--- src/rtl/full_subtractor_pkg.sv ---
// -----------------------------------------------------------------------------
// full_subtractor_pkg
//   Shared types and helpers for the one-bit full subtractor.
//   - sub_reg_t   : registered state (difference, borrow, valid)
//   - SUB_REG_RST : reset value of that state
//   - sel_bin()   : effective borrow-in selection (serial vs. external)
// -----------------------------------------------------------------------------
package full_subtractor_pkg;

   typedef struct packed {
      logic s;       // registered difference
      logic borrow;  // borrow register, chained between serial bits
      logic valid;   // in_valid delayed by one cycle
   } sub_reg_t;

   localparam sub_reg_t SUB_REG_RST = '0;

   // In serial mode the borrow comes from the register, except on the first
   // bit of a word where the external borrow seeds the chain.
   function automatic logic sel_bin(input logic ser_en,
                                    input logic ser_start,
                                    input logic borrow_q,
                                    input logic cin);
      return (ser_en & ~ser_start) ? borrow_q : cin;
   endfunction

endpackage

--- src/rtl/full_subtractor_cell.sv ---
// -----------------------------------------------------------------------------
// full_sub_cell
//   Purely combinational one-bit full subtractor: a - b - bin = s - 2*bout.
//   Ports:
//     a    in  : minuend bit
//     b    in  : subtrahend bit
//     bin  in  : borrow-in
//     s    out : difference bit
//     bout out : borrow-out
// -----------------------------------------------------------------------------
module full_sub_cell
   import full_subtractor_pkg::*;
(
   input  logic a,
   input  logic b,
   input  logic bin,
   output logic s,
   output logic bout
);

   assign s    = a ^ b ^ bin;
   // Borrow when b exceeds a, or when a == b and a borrow is pending.
   assign bout = (~a & b) | (~(a ^ b) & bin);

endmodule

--- src/rtl/full_subtractor.sv ---
// -----------------------------------------------------------------------------
// full_subtractor
//   One-bit full subtractor with combinational and registered outputs plus a
//   bit-serial mode (LSB first, one bit per clock, borrow kept in a flop).
//   Ports:
//     clk       in  : rising-edge clock
//     rst_n     in  : asynchronous active-low reset
//     a         in  : minuend bit
//     b         in  : subtrahend bit
//     cIn       in  : external borrow-in
//     ser_en    in  : serial mode, borrow-in taken from cout_q
//     ser_start in  : first bit of a serial word, borrow-in forced to cIn
//     in_valid  in  : enables update of s_q / cout_q
//     s         out : combinational difference
//     cOut      out : combinational borrow-out
//     s_q       out : registered difference
//     cout_q    out : registered borrow (the serial borrow register)
//     valid_q   out : in_valid delayed one cycle
// -----------------------------------------------------------------------------
module full_subtractor
   import full_subtractor_pkg::*;
(
   input  logic clk,
   input  logic rst_n,
   input  logic a,
   input  logic b,
   input  logic cIn,
   input  logic ser_en,
   input  logic ser_start,
   input  logic in_valid,
   output logic s,
   output logic cOut,
   output logic s_q,
   output logic cout_q,
   output logic valid_q
);

   sub_reg_t reg_q;
   sub_reg_t reg_d;
   logic     bin;

   assign bin = sel_bin(ser_en, ser_start, reg_q.borrow, cIn);

   full_sub_cell u_cell (
      .a    (a),
      .b    (b),
      .bin  (bin),
      .s    (s),
      .bout (cOut)
   );

   // Difference and borrow only advance on valid bits so a stalled serial
   // word keeps its borrow; valid tracks in_valid unconditionally.
   always_comb begin
      reg_d       = reg_q;
      reg_d.valid = in_valid;
      if (in_valid) begin
         reg_d.s      = s;
         reg_d.borrow = cOut;
      end
   end

   always_ff @(posedge clk or negedge rst_n) begin
      if (!rst_n) begin
         reg_q <= SUB_REG_RST;
      end else begin
         reg_q <= reg_d;
      end
   end

   assign s_q     = reg_q.s;
   assign cout_q  = reg_q.borrow;
   assign valid_q = reg_q.valid;

endmodule

--- config.mk ---
export PLATFORM = sky130hd
export DESIGN_NAME = full_subtractor
export DESIGN_NICKNAME = d
export VERILOG_FILES = /design/src/rtl/full_subtractor_pkg.sv /design/src/rtl/full_subtractor_cell.sv /design/src/rtl/full_subtractor.sv
export SDC_FILE = /design/constraint.sdc
export NUM_CORES = 1
export LEC_CHECK = 0
export CAP_MARGIN = 20
export CELL_PAD_IN_SITES_DETAIL_PLACEMENT = 2
export CELL_PAD_IN_SITES_GLOBAL_PLACEMENT = 2
export CORE_AREA = 2 2 39 41
export CTS_BUF_LIST = sky130_fd_sc_hd__clkbuf_4
export CTS_CLUSTER_SIZE = 10
export DETAILED_ROUTE_END_ITERATION = 8
export DIE_AREA = 0 0 41 43
export GPL_TIMING_DRIVEN = 0
export PLACE_DENSITY = 0.53
export SYNTH_ARGS = -nofsm -noshare
export SYNTH_HDL_FRONTEND = slang
export SYNTH_SLANG_ARGS = --single-unit
--- constraint.sdc ---
create_clock -name clk -period 2.8 [get_ports clk]
set_clock_uncertainty 0.15 [all_clocks]
set_input_delay 0.56 -clock clk [delete_from_list [all_inputs] [get_ports clk]]
set_output_delay 0.56 -clock clk [all_outputs]
set_load 0.05 [all_outputs]
Word level (Yosys, flattened, before mapping)
Index checks and enable logic that the tools add are counted.
W data, S select, Z words.
{ "totals": {"out_inout_bits": 5, "input_bits": 8, "register_bits": 3} }
{ "op_classes": {"bitwise_logic": 9, "muxes": 1} }
{ "op_table": {"columns": ["operator", "n"], "rows": [
  ["$and A1 B1 Y1", 3],
  ["$not A1 Y1", 3],
  ["$xor A1 B1 Y1", 2],
  ["$mux W1", 1],
  ["$or A1 B1 Y1", 1]
]} }

Longest topological paths before layout
{ "depth": {"depth_word": 5, "depth_mapped": 4} }

By module
Synthesis repeated with hierarchy kept, for this count alone.
{ "hier_totals": {"cells_unflattened": 11, "hier_area_um2": 150.1} }
{ "modules_own_cells": {"columns": ["module", "cells_per_inst", "area_each_um2", "instances", "seq_area_each_um2"], "rows": [
  ["full_subtractor", 7, 118.9, 1, 75.1],
  ["full_sub_cell", 4, 31.3, 1, 0.0]
]} }

Worst setup path before layout
OpenSTA, ideal clock, no wires.
{ "synth_path": {"kind": "in2out", "from": "input port ser_start", "to": "output port s", "path_slack_ns": 0.459, "cell_stages": 3, "path_buffers": 0, "required_time_ns": 2.090, "t_arrival_ns": 1.631, "cell_sequence": "nand2b_4 -> mux2i_1 -> fa_1"} }
{ "synth_via": {"elab_chain_cells": 4} }
{ "synth_rtl": {"columns": ["item", "line", "rtl"], "rows": [
  ["start, declared", "full_subtractor.sv:29", "input logic ser_start,"],
  ["$not A1 Y1", "full_subtractor_pkg.sv:24", "return (ser_en & ~ser_start) ? borrow_q : cin;"],
  ["$and A1 B1 Y1", "full_subtractor_pkg.sv:24", null],
  ["$mux W1", "full_subtractor_pkg.sv:24", null],
  ["$xor A1 B1 Y1", "full_subtractor_cell.sv:21", "assign s = a ^ b ^ bin;"],
  ["end, declared", "full_subtractor.sv:31", "output logic s,"]
]} }
No other way between the ends.

Worst setup path in the final report
{ "layout_path": {"from": "input port ser_en", "to": "output port s"} }
{ "layout_via": {"elab_chain_cells": 3} }
{ "layout_rtl": {"columns": ["item", "line", "rtl"], "rows": [
  ["start, declared", "full_subtractor.sv:28", "input logic ser_en,"],
  ["$and A1 B1 Y1", "full_subtractor_pkg.sv:24", null],
  ["$mux W1", "full_subtractor_pkg.sv:24", null],
  ["$xor A1 B1 Y1", "full_subtractor_cell.sv:21", null]
]} }
No other way between the ends.

==> metrics.yaml <==
cells_and_area:
  area_delta_synth_final_pct: 126
  layout_common_cells: "10 x clkdlybuf4s50_1, 5 x clkbuf_4, 3 x dfrtp_1"
  regArea_um2: 75.1
  multi_input_area_um2: 80.1
  diodes: 0
  fillers: 156
  final_util_pct: 24.5
  design_area_um2: 339
  final_nets: 38
  final_common_cell: "clkdlybuf4s50_1"
  final_layout_size_suffix_gt1_share_pct: 35.7
floorplan:
  start_util_pct: 10.8
  dieArea_um2: 1760
  core-area_um2: 1380
  dieWidth_um: 41
  ioPinCount: 13
  fp.dieH_um: 43
  rows: 14
yosys:
  synthTopCellsByArea: "dfrtp_1 50%, fa_1 13%, mux2_4 10%, nand2b_4 9.2%, mux2i_1 6.7%"
  yosysWarnings: 0
  syn_area_per_cell_um2: 13.6
  netlist.area_leader.share_pct: 50.0
  synthDistinctLibCells: 8
  syn_nets: 20
  synth_area_um2: 150
  synth_area_leader_cell: "dfrtp_1"
  ys_seq_elements: 3
  seq_area_frac_synth_pct: 50.0
  synthCells: 11
detailed_routing:
  viasPerCell: 3.34
  wl_per_cell_um: 9.75
  drt_pass1_iterations: 2
  ant_nets: 0
  drt-total-wl_um: 429
  drt-initial-drc-count: 1
  via_count: 147
  drc: 0
setup_path:
  worstPathArrival_ns: 2.04
  max_stage_delay_ns: 0.55
  cpLargestDelayFamily: "buffers and inverters"
  cp-end-kind: "output pin"
  start_kind: "primary input"
  crit_slowest_cell: "fa_1"
  crit_required_ns: 2.09
  worstPathCellList: "clkdlybuf4s50_1, nand2b_4, mux2i_4, fa_1, buf_6"
  crit_buf_inv: 2
  crit_type: "in2out"
  worstPathMaxFanout: 2
sta:
  final.min_clock_period_ns: 2.75
  maxSlewHeadroom_pct: 66.7
  max_freq_mhz: 364
  drv_slew: 0
  setup_violations: 0
  setup_slack_ns: 0.0513
  max_slew.worst_pin.slew_ns: 0.497
  rsz0062_at_grt: "no"
  finalCritPeriodShare_pct: 98.2
  finalHoldViolCount: 0
global_routing:
  grt_pass1_vias: 158
  grt_pass1_wl_um: 579
  gr-total-overflow: 0
  grt_start_max_net_pins: 5
  grt_antenna_before_repair: 0
  grt.total_usage_pct: 5.75
pwr:
  p_total_mw: 0.231
  p_per_area_nw_per_um2: 680
  ir_drop_mv: 0.122
  leakage_nw: 0.151
clock_network:
  clock_path_buffers: 2
  cts-htree-levels: 1
  cts.reportedPaths.clkPinSlew_ns: 0.04
  cts_hold_buf: 0
  cts_buffers: 3
  cts_tree: "built"
  cts.sinks: 3
  root_buffer: "clkbuf_4"
  clkLatencyLatePin_ns: 0.23
hold_path:
  hold_class: "in2async"
flow_run:
  drv_cap: 0
placed_design:
  gp_congestion: 0.578
  port_buffers: 12
  pre_cts_slack_ns: -0.535
  place_area_um2: 290
status:
  status: "completed"
registers in the layout (all words and copies together), names as in the netlist:
register and flops:
cout_q 1, s_q 1, valid_q 1
synthesized netlist by cell type:
cell      number
nor2_1         1
dfrtp_1        3
fa_1           1
inv_1          2
nand2b_4       1
mux2i_1        1
mux2_4         1
a21oi_1        1
through the flow:
stage	instances	setup TNS, ns	hold slack (ns)
5_1_grt	44	0	0.361
3_3_place_gp	39	-0.910	0.352
2_1_floorplan	11	0	0.114
4_1_cts	43	0	0.355
3_5_place_dp	39	-0.987	0.359
6_report	44	0	0.359
report_power, final:
| group | leakage (nW) | internal [mW] | total, mW | switching, mW |
|---|---|---|---|---|
| clock | 0.0184 | 0.0630 | 0.0842 | 0.0212 |
| combinational | 0.0979 | 0.0404 | 0.0928 | 0.0524 |
| sequential | 0.0345 | 0.0495 | 0.0537 | 0.00412 |
kinds of logic after synthesis:
kind of cell             Yosys count  share of synthesized area, %
AND/OR/NAND/NOR                    2                          11.7
flip-flops                         3                          50.0
multiplexers                       2                          16.7
adder cells (fa/ha/maj)            1                          13.3
AO/OA/AOI/OAI                      1                          3.33
buffers and inverters              2                          5.00
path summary, 6_finish.rpt:
check / start / endpoint / slack [ns] / cells after the start
setup / recovery: ser_en / s / 0.05 / 5
hold / removal: rst_n / valid_q$_DFF_PN0_ / 0.36 / 1
setup reg to reg: cout_q$_DFFE_PN0P_ / s_q$_DFFE_PN0P_ / 1.08 / 4
hold reg to reg: s_q$_DFFE_PN0P_ / s_q$_DFFE_PN0P_ / 0.36 / 1
max in group asynchronous: rst_n / s_q$_DFFE_PN0P_ / 2.00 / 1
min in group clk: s_q$_DFFE_PN0P_ / s_q$_DFFE_PN0P_ / 0.36 / 1
area by class of cell:
| class | instances | share of cell area [%] |
|---|---|---|
| tap | 16 | 5.90 |
| timing repair buffer | 13 | 37.3 |
| multi-input combinational | 6 | 23.6 |
| inverter | 2 | 2.21 |
| clock buffer | 4 | 8.86 |
| sequential | 3 | 22.1 |
routing by layer:
layer | routed length, µm | up-vias | GRT usage [%]
met3 | 91 | 0 | 4.19
met2 | 183 | 13 | 6.56
met5 | 0 | - | 0
met1 | 154 | 67 | 5.21
li1 | - | 67 | -
met4 | 0 | 0 | 8.00
repair_timing:
action | 4_1_cts | 5_1_grt
endpoints found under the setup margin | 2 | 1
pin swaps | 0 | 1
setup buffers | 0 | 1
gates resized for setup | 12 | 3
(Power assumes the default switching activity.)
